[src/rtl/grid_click_decoder.sv]
// -----------------------------------------------------------------------------
// grid_click_decoder
//
// Front end for the tic-tac-toe game FSM. It conditions the raw left mouse
// button and the restart/erase keys with a 2-flop synchronizer and a
// debouncer. On every accepted left press it latches the pointer position and
// maps it onto the 3x3 board. It then emits a fixed-length burst on `cuadro`
// (one-hot cell) and `randomClick` (any press, on or off the board).
//
// Ports
//   clk_100MHz  in   1  single clock
//   reset       in   1  asynchronous active-low reset
//   mouse_x     in  10  pointer column in pixels
//   mouse_y     in  10  pointer row in pixels
//   btn_left    in   1  raw left mouse button (asynchronous)
//   key_restart in   1  raw restart key (asynchronous)
//   key_erase   in   1  raw erase key (asynchronous)
//   cuadro      out  9  one-hot clicked cell, bit = row*3 + col
//   randomClick out  1  any accepted left press
//   restart     out  1  debounced restart level
//   erase       out  1  debounced erase level
// -----------------------------------------------------------------------------

// Two-flop synchronizer followed by a stability-count debouncer.
// The debounced level only follows the synchronized input once the input has
// differed from it for DEB_CYCLES consecutive cycles.
module gcd_sync_debounce #(
  parameter int unsigned DEB_CYCLES = 1000000
) (
  input  logic clk_i,
  input  logic rst_ni,
  input  logic raw_i,
  output logic db_o
);

  localparam int CW = (DEB_CYCLES > 2) ? $clog2(DEB_CYCLES) : 1;
  localparam logic [CW-1:0] CNT_MAX = CW'(DEB_CYCLES - 1);

  logic          sync1_q, sync2_q;
  logic          db_q, db_d;
  logic [CW-1:0] cnt_q, cnt_d;

  // Synchronizer chain for the asynchronous raw input.
  always_ff @(posedge clk_i or negedge rst_ni) begin
    if (!rst_ni) begin
      sync1_q <= 1'b0;
      sync2_q <= 1'b0;
    end else begin
      sync1_q <= raw_i;
      sync2_q <= sync1_q;
    end
  end

  // Debounce next-state: count while the input disagrees, flip when it has
  // disagreed long enough, restart the count on any agreement.
  always_comb begin
    cnt_d = '0;
    db_d  = db_q;
    if (sync2_q != db_q) begin
      if (cnt_q == CNT_MAX) begin
        db_d  = sync2_q;
        cnt_d = '0;
      end else begin
        cnt_d = cnt_q + CW'(1);
      end
    end else begin
      cnt_d = '0;
    end
  end

  // Debounce state registers.
  always_ff @(posedge clk_i or negedge rst_ni) begin
    if (!rst_ni) begin
      cnt_q <= '0;
      db_q  <= 1'b0;
    end else begin
      cnt_q <= cnt_d;
      db_q  <= db_d;
    end
  end

  assign db_o = db_q;

endmodule

module grid_click_decoder #(
  parameter int unsigned GRID_X0     = 160,
  parameter int unsigned GRID_Y0     = 60,
  parameter int unsigned CELL_W      = 120,
  parameter int unsigned CELL_H      = 120,
  parameter int unsigned DEB_CYCLES  = 1000000,
  parameter int unsigned HOLD_CYCLES = 4
) (
  input  logic       clk_100MHz,
  input  logic       reset,
  input  logic [9:0] mouse_x,
  input  logic [9:0] mouse_y,
  input  logic       btn_left,
  input  logic       key_restart,
  input  logic       key_erase,
  output logic [8:0] cuadro,
  output logic       randomClick,
  output logic       restart,
  output logic       erase
);

  // Column/row boundaries in 11 bits so the far edge of the board never wraps.
  localparam logic [10:0] X_B0 = 11'(GRID_X0);
  localparam logic [10:0] X_B1 = 11'(GRID_X0 + CELL_W);
  localparam logic [10:0] X_B2 = 11'(GRID_X0 + 2 * CELL_W);
  localparam logic [10:0] X_B3 = 11'(GRID_X0 + 3 * CELL_W);
  localparam logic [10:0] Y_B0 = 11'(GRID_Y0);
  localparam logic [10:0] Y_B1 = 11'(GRID_Y0 + CELL_H);
  localparam logic [10:0] Y_B2 = 11'(GRID_Y0 + 2 * CELL_H);
  localparam logic [10:0] Y_B3 = 11'(GRID_Y0 + 3 * CELL_H);

  localparam int HW = (HOLD_CYCLES > 2) ? $clog2(HOLD_CYCLES) : 1;
  localparam logic [HW-1:0] HOLD_MAX = HW'(HOLD_CYCLES - 1);

  typedef enum logic [1:0] {
    S_IDLE         = 2'd0,
    S_DECODE       = 2'd1,
    S_HOLD         = 2'd2,
    S_WAIT_RELEASE = 2'd3
  } state_e;

  logic          db_left_s;
  logic          db_restart_s;
  logic          db_erase_s;

  state_e        state_q, state_d;
  logic [9:0]    x_q, x_d;
  logic [9:0]    y_q, y_d;
  logic [HW-1:0] hold_q, hold_d;
  logic [8:0]    cuadro_q, cuadro_d;
  logic          rclick_q, rclick_d;

  logic [10:0]   x_ext_s, y_ext_s;
  logic [2:0]    col_oh_s, row_oh_s;
  logic [8:0]    cell_s;

  gcd_sync_debounce #(.DEB_CYCLES(DEB_CYCLES)) u_db_left (
    .clk_i  (clk_100MHz),
    .rst_ni (reset),
    .raw_i  (btn_left),
    .db_o   (db_left_s)
  );

  gcd_sync_debounce #(.DEB_CYCLES(DEB_CYCLES)) u_db_restart (
    .clk_i  (clk_100MHz),
    .rst_ni (reset),
    .raw_i  (key_restart),
    .db_o   (db_restart_s)
  );

  gcd_sync_debounce #(.DEB_CYCLES(DEB_CYCLES)) u_db_erase (
    .clk_i  (clk_100MHz),
    .rst_ni (reset),
    .raw_i  (key_erase),
    .db_o   (db_erase_s)
  );

  // Map the captured pointer onto the board with constant range compares.
  // A coordinate outside every band leaves its one-hot empty, which in turn
  // clears the whole cell vector.
  always_comb begin
    x_ext_s  = {1'b0, x_q};
    y_ext_s  = {1'b0, y_q};
    col_oh_s = 3'b000;
    row_oh_s = 3'b000;
    cell_s   = 9'b0_0000_0000;
    col_oh_s[0] = (x_ext_s >= X_B0) && (x_ext_s < X_B1);
    col_oh_s[1] = (x_ext_s >= X_B1) && (x_ext_s < X_B2);
    col_oh_s[2] = (x_ext_s >= X_B2) && (x_ext_s < X_B3);
    row_oh_s[0] = (y_ext_s >= Y_B0) && (y_ext_s < Y_B1);
    row_oh_s[1] = (y_ext_s >= Y_B1) && (y_ext_s < Y_B2);
    row_oh_s[2] = (y_ext_s >= Y_B2) && (y_ext_s < Y_B3);
    for (int r = 0; r < 3; r++) begin
      for (int c = 0; c < 3; c++) begin
        cell_s[r*3 + c] = row_oh_s[r] & col_oh_s[c];
      end
    end
  end

  // Click FSM next-state and registered-output next values.
  always_comb begin
    state_d  = state_q;
    x_d      = x_q;
    y_d      = y_q;
    hold_d   = hold_q;
    cuadro_d = cuadro_q;
    rclick_d = rclick_q;
    case (state_q)
      S_IDLE: begin
        cuadro_d = 9'b0_0000_0000;
        rclick_d = 1'b0;
        if (db_left_s) begin
          x_d     = mouse_x;
          y_d     = mouse_y;
          state_d = S_DECODE;
        end else begin
          state_d = S_IDLE;
        end
      end
      S_DECODE: begin
        // Outputs are loaded here so they are already valid in the first
        // HOLD cycle.
        cuadro_d = cell_s;
        rclick_d = 1'b1;
        hold_d   = HOLD_MAX;
        state_d  = S_HOLD;
      end
      S_HOLD: begin
        if (hold_q == '0) begin
          cuadro_d = 9'b0_0000_0000;
          rclick_d = 1'b0;
          state_d  = S_WAIT_RELEASE;
        end else begin
          hold_d   = hold_q - HW'(1);
        end
      end
      S_WAIT_RELEASE: begin
        cuadro_d = 9'b0_0000_0000;
        rclick_d = 1'b0;
        if (!db_left_s) begin
          state_d = S_IDLE;
        end else begin
          state_d = S_WAIT_RELEASE;
        end
      end
      default: begin
        cuadro_d = 9'b0_0000_0000;
        rclick_d = 1'b0;
        state_d  = S_IDLE;
      end
    endcase
  end

  // Click FSM state, capture and output registers.
  always_ff @(posedge clk_100MHz or negedge reset) begin
    if (!reset) begin
      state_q  <= S_IDLE;
      x_q      <= 10'd0;
      y_q      <= 10'd0;
      hold_q   <= '0;
      cuadro_q <= 9'b0_0000_0000;
      rclick_q <= 1'b0;
    end else begin
      state_q  <= state_d;
      x_q      <= x_d;
      y_q      <= y_d;
      hold_q   <= hold_d;
      cuadro_q <= cuadro_d;
      rclick_q <= rclick_d;
    end
  end

  assign cuadro      = cuadro_q;
  assign randomClick = rclick_q;
  assign restart     = db_restart_s;
  assign erase       = db_erase_s;

endmodule

[config.mk]
export PLATFORM = sky130hd
export DESIGN_NAME = grid_click_decoder
export DESIGN_NICKNAME = d
export VERILOG_FILES = /design/src/rtl/grid_click_decoder.sv
export SDC_FILE = /design/constraint.sdc
export NUM_CORES = 1
export LEC_CHECK = 0
export BUFFER_PORTS_ARGS = -buffer_cell sky130_fd_sc_hd__buf_4
export CORE_UTILIZATION = 45
export CTS_CLUSTER_DIAMETER = 200
export DETAILED_ROUTE_END_ITERATION = 8
export RECOVER_POWER = 50
export SYNTH_ARGS = -nofsm -noshare
export SYNTH_HDL_FRONTEND = slang
export SYNTH_HIERARCHICAL = 1
export SYNTH_SLANG_ARGS = --single-unit
[constraint.sdc]
create_clock -name clk_100MHz -period 2.3 [get_ports clk_100MHz]
set_input_delay 0.345 -clock clk_100MHz [delete_from_list [all_inputs] [get_ports clk_100MHz]]
set_output_delay 0.345 -clock clk_100MHz [all_outputs]
set_load 0.05 [all_outputs]
==> qor_table.md <==
| Stage | Metric | This run |
|:---|:---|:---|
| hold path | Hold crit path type | input pin to flop |
| cts | Root buffer cell | sky130_fd_sc_hd__clkbuf_8 |
| sta | Minimum period implied by the final worst setup slack | 2.064 ns |
| worst setup path | Launching element type of the critical path | flop |
| floorplan | Row cnt | 36 |
| finish | Core occupancy in the finished layout | 54.10% |
| route | DRT antenna net count | 0 |
| finish | Most frequent cells in the layout | sky130_fd_sc_hd__dfrtp_1 (98), sky130_fd_sc_hd__nor2_1 (72), sky130_fd_sc_hd__xnor2_1 (39) |
| placement | Buffers added on ports | 31 |
| cts | Latest clock arrival within the worst-skew pair | 0.36 ns |
| sta | Setup violation total in the final timing report | 0 |
| cts | Number of cells upsized or downsized after cts | 0 |
| logic synthesis | Mean instance size in the synthesized netlist | 10.46 sq um |
| grt | GRT Residual Overflow | 0 |
| logic synthesis | Synthesis Warnings | 6 |
| run | Number of max-cap violations | 0 |
| placement | Count of placed standard cells including taps | 611 |
| sta | Slew Limit Fails | 0 |
| route | DRC viols | 0 |
| floorplan | Area enclosed by the die boundary | 10710 sq um |
| logic synthesis | Post-synth ARST share | 100.0% |
| pwr | Pwr dens | 584.9 nW/um^2 |
| route | Detailed Routing Iterations Pass 1 | 4 |
| route | Routed via count | 3239 |
| placement | RD Place Congestion | 0.7834 |
| cts | Number of buffers created by CTS | 9 |
| worst setup path | Crit path largest cell delay | 0.54 ns |
| logic synthesis | Sequential element share of the synthesized area | 52.90% |
| worst setup path | Data required time of the worst path | 2.55 ns |
| logic synthesis | FF+latch count, synth | 98 |
| pwr | Static power due to leakage | 2.238 nW |
| worst setup path | FF-to-FF Start | u_db_erase/cnt_q[12]$_DFF_PN0_ |
| floorplan | Standard cell core area | 9864 sq um |
| sta | Unrepaired setup endpoints after global routing | no |
| worst setup path | Cell-by-cell trace of the critical path | or4_1 -> or4_4 -> nor2_1 -> mux2_2 |
| sta | Worst Tran Pin Value | 0.7202 ns |
| worst setup path | Slowest cell on crit path | sky130_fd_sc_hd__or4_1 |
| logic synthesis | Number of instances in the synthesized netlist | 443 |
| finish | Most common cell after layout, fill and taps aside | sky130_fd_sc_hd__dfrtp_1 |
| status | Run status | complete, no violations |
| sta | Count of final hold-check violations | 0 |
| grt | Vias in the first global route | 3141 |
| floorplan | Vert. Die Dim | 103.5 um |
| logic synthesis | Number of distinct standard cells referenced by the synthesized netlist | 45 |
| worst setup path | Data arrival time of the critical path | 2.31 ns |
| worst setup path | Peak fanout along the critical path | 5 |
| finish | Layout-stage area growth over the synthesis result | 15.11% |
| cts | Clock-pin transition on the worst setup and hold timing paths | 0.09 ns |
| worst setup path | Nature of the critical path endpoint | flop |
| hold path | Startpoint of the tightest hold check path | key_erase |
| sta | Fin crit share | 89.72% |
| route | Wirelength, routed | 8.365 mm |
| floorplan | Number of top-level design ports | 37 |
| worst setup path | Launch point of the critical path | u_db_erase/cnt_q[12]$_DFF_PN0_ |
| floorplan | Horizontal extent of the die | 103.5 um |
| route | Average vias per placed instance | 5.166 |
| cts | Clock H-tree levels | 3 |
| grt | Pin count of the biggest net entering global routing | 47 |
| finish | # diodes | 0 |
| logic synthesis | Net Count, Synth | 472 |
| grt | Initial antenna violation count | 0 |
| sta | Final Skew | 0.01030 ns |
| sta | Final-layout setup total negative slack | 0 ns |
| logic synthesis | Most used DFF post-synth | sky130_fd_sc_hd__dfrtp_1 |
| cts | Sink Count | 98 |
| logic synthesis | Netlist area before placement | 4636 sq um |
| cts | Buffers from clock root to sink, at most | 2 |
| sta | Relative slew slack | 51.99% |
| cts | TritonCTS clock tree | done |
| finish | Share of post-route cells with drive strength above 1 | 19.64% |
| sta | FMAX | 484.6 MHz |
| grt | First-pass GRT wire length | 14.49 mm |
| worst setup path | Critical path start-end classification | flop to flop |
| logic synthesis | Count of flip-flops with a built-in enable after synthesis | 0 |
| cts | Post-CTS setup buffer count | 0 |
| placement | Placed wire-length estimate | 5.685 mm |
| route | Drt wl/cell | 13.34 um |
| cts | Count of hold-fix buffers inserted at cts | 1 |
| grt | GRT Resource Usage Total | 17.43% |
| floorplan | Initial standard-cell utilization of the core | 46.99% |
| finish | Number of cells in the finished layout apart from fillers | 627 |
| pwr | Max IR drop VDD | 0.2455 mV |
| route | Violation count after the first detailed-route iteration | 118 |
| finish | Nets@finish | 519 |
-- layer usage --
| layer | global-route usage [%] | up-vias | part of all wire, % |
|---|---|---|---|
| met2 | 27.36 | 40 | 46 |
| met1 | 24.17 | 1557 | 50 |
| met4 | 6.934 | 0 | 1.4 |
| met5 | 0 | - | 0 |
| met3 | 2.890 | 10 | 2.3 |
| li1 | - | 1632 | - |
-- registers in the layout, indices dropped and copies added, names as in the netlist, 2 cells and up --
signal	flops
hold_q	2
cuadro	9
u_db_restart/cnt_q	20
y_q	8
u_db_left/cnt_q	20
u_db_erase/cnt_q	20
state_q	2
x_q	7
-- worst paths after layout --
path	to	slack [ns]	cells after the start
setup / recovery	u_db_erase/db_o$_DFFE_PN0P_	0.24	4
hold / removal	u_db_erase/sync1_q$_DFF_PN0_	0.12	1
setup reg to reg	u_db_erase/db_o$_DFFE_PN0P_	0.24	4
hold reg to reg	u_db_restart/sync2_q$_DFF_PN0_	0.36	0
max in group asynchronous	u_db_erase/cnt_q[11]$_DFF_PN0_	0.58	3
min in group asynchronous	u_db_restart/sync2_q$_DFF_PN0_	0.56	2
-- synth_stat cells (2+ instances only) --
library cell / number / area [sq um]
sky130_fd_sc_hd__mux2i_1: 2 / 20.02
sky130_fd_sc_hd__or2_2: 3 / 18.77
sky130_fd_sc_hd__mux2_2: 18 / 202.7
sky130_fd_sc_hd__dfrtp_1: 98 / 2452
sky130_fd_sc_hd__nor3b_1: 4 / 30.03
sky130_fd_sc_hd__ha_1: 4 / 50.05
sky130_fd_sc_hd__or3_1: 3 / 18.77
sky130_fd_sc_hd__buf_2: 3 / 15.01
sky130_fd_sc_hd__clkbuf_1: 3 / 11.26
sky130_fd_sc_hd__or4b_1: 3 / 30.03
sky130_fd_sc_hd__a211oi_1: 2 / 15.01
sky130_fd_sc_hd__or4_1: 6 / 45.04
sky130_fd_sc_hd__xnor2_1: 39 / 341.6
sky130_fd_sc_hd__a21oi_1: 8 / 40.04
sky130_fd_sc_hd__inv_1: 24 / 90.09
sky130_fd_sc_hd__nor2_1: 72 / 270.3
sky130_fd_sc_hd__or4_4: 3 / 33.78
sky130_fd_sc_hd__a31o_2: 3 / 26.28
sky130_fd_sc_hd__nand4_1: 16 / 100.1
sky130_fd_sc_hd__nand3b_1: 3 / 22.52
sky130_fd_sc_hd__o31ai_1: 2 / 15.01
sky130_fd_sc_hd__nor4_1: 15 / 93.84
sky130_fd_sc_hd__o21ai_0: 15 / 75.07
sky130_fd_sc_hd__nand2b_1: 2 / 12.51
sky130_fd_sc_hd__nand2_1: 25 / 93.84
sky130_fd_sc_hd__and3_1: 3 / 18.77
sky130_fd_sc_hd__o21ai_4: 3 / 48.80
sky130_fd_sc_hd__nor3_1: 13 / 65.06
sky130_fd_sc_hd__xor2_1: 9 / 78.83
sky130_fd_sc_hd__nand3_1: 20 / 100.1
sky130_fd_sc_hd__o221a_2: 3 / 33.78
sky130_fd_sc_hd__buf_6: 3 / 33.78
-- critical path: cells and delay by family, from the launching register on --
kind	cells	cell delay, ns
and+or+nand+nor	3	1.18
DFF	1	0.44
muxes	1	0.33
-- where the power goes --
group          leakage (nW)  total (W)  switching, W  internal, W
registers              1.34    0.00175     0.0000148      0.00174
logic                 0.785   0.000115     0.0000675    0.0000477
clock network         0.110    0.00125      0.000606     0.000646
total                  2.24    0.00312      0.000688      0.00243
-- through the flow --
stage / hold WS, ns / setup WS, ns / instance area (sq um) / total power [W]
after floorplan: 0.04941 / 0.3231 / 4636 / 0.001828
after global placement: 0.3025 / 0.2645 / 5122 / 0.001909
after detailed placement: 0.3041 / 0.2493 / 5122 / 0.001912
after CTS: 0.07739 / 0.2282 / 5358 / 0.003170
after global routing: 0.08666 / 0.1620 / 5336 / 0.003261
final: 0.1152 / 0.2364 / 5336 / 0.003121
-- logic make-up (layout without fill, tap and decap cells) --
| group | after synthesis | count (layout) | synth area share, % |
|---|---|---|---|
| flops | 98 | 98 | 52.90 |
| buf+inv | 33 | 84 | 3.239 |
| compound gates | 41 | 41 | 6.451 |
| xor+xnor | 48 | 48 | 9.069 |
| fa+ha+maj | 4 | 4 | 1.080 |
| simple gates | 199 | 199 | 22.46 |
| mux | 20 | 20 | 4.804 |
-- layout make-up --
class	instances	area [sq um]
Clock inverter	5	87.58
Fill cell	894	4528
Clock buffer	10	137.6
Multi-Input combinational cell	312	2033
Sequential cell	98	2452
Inverter	24	90.09
Tap cell	133	166.4
Timing Repair Buffer	45	369.1
Power figures use the tool's default switching activity.
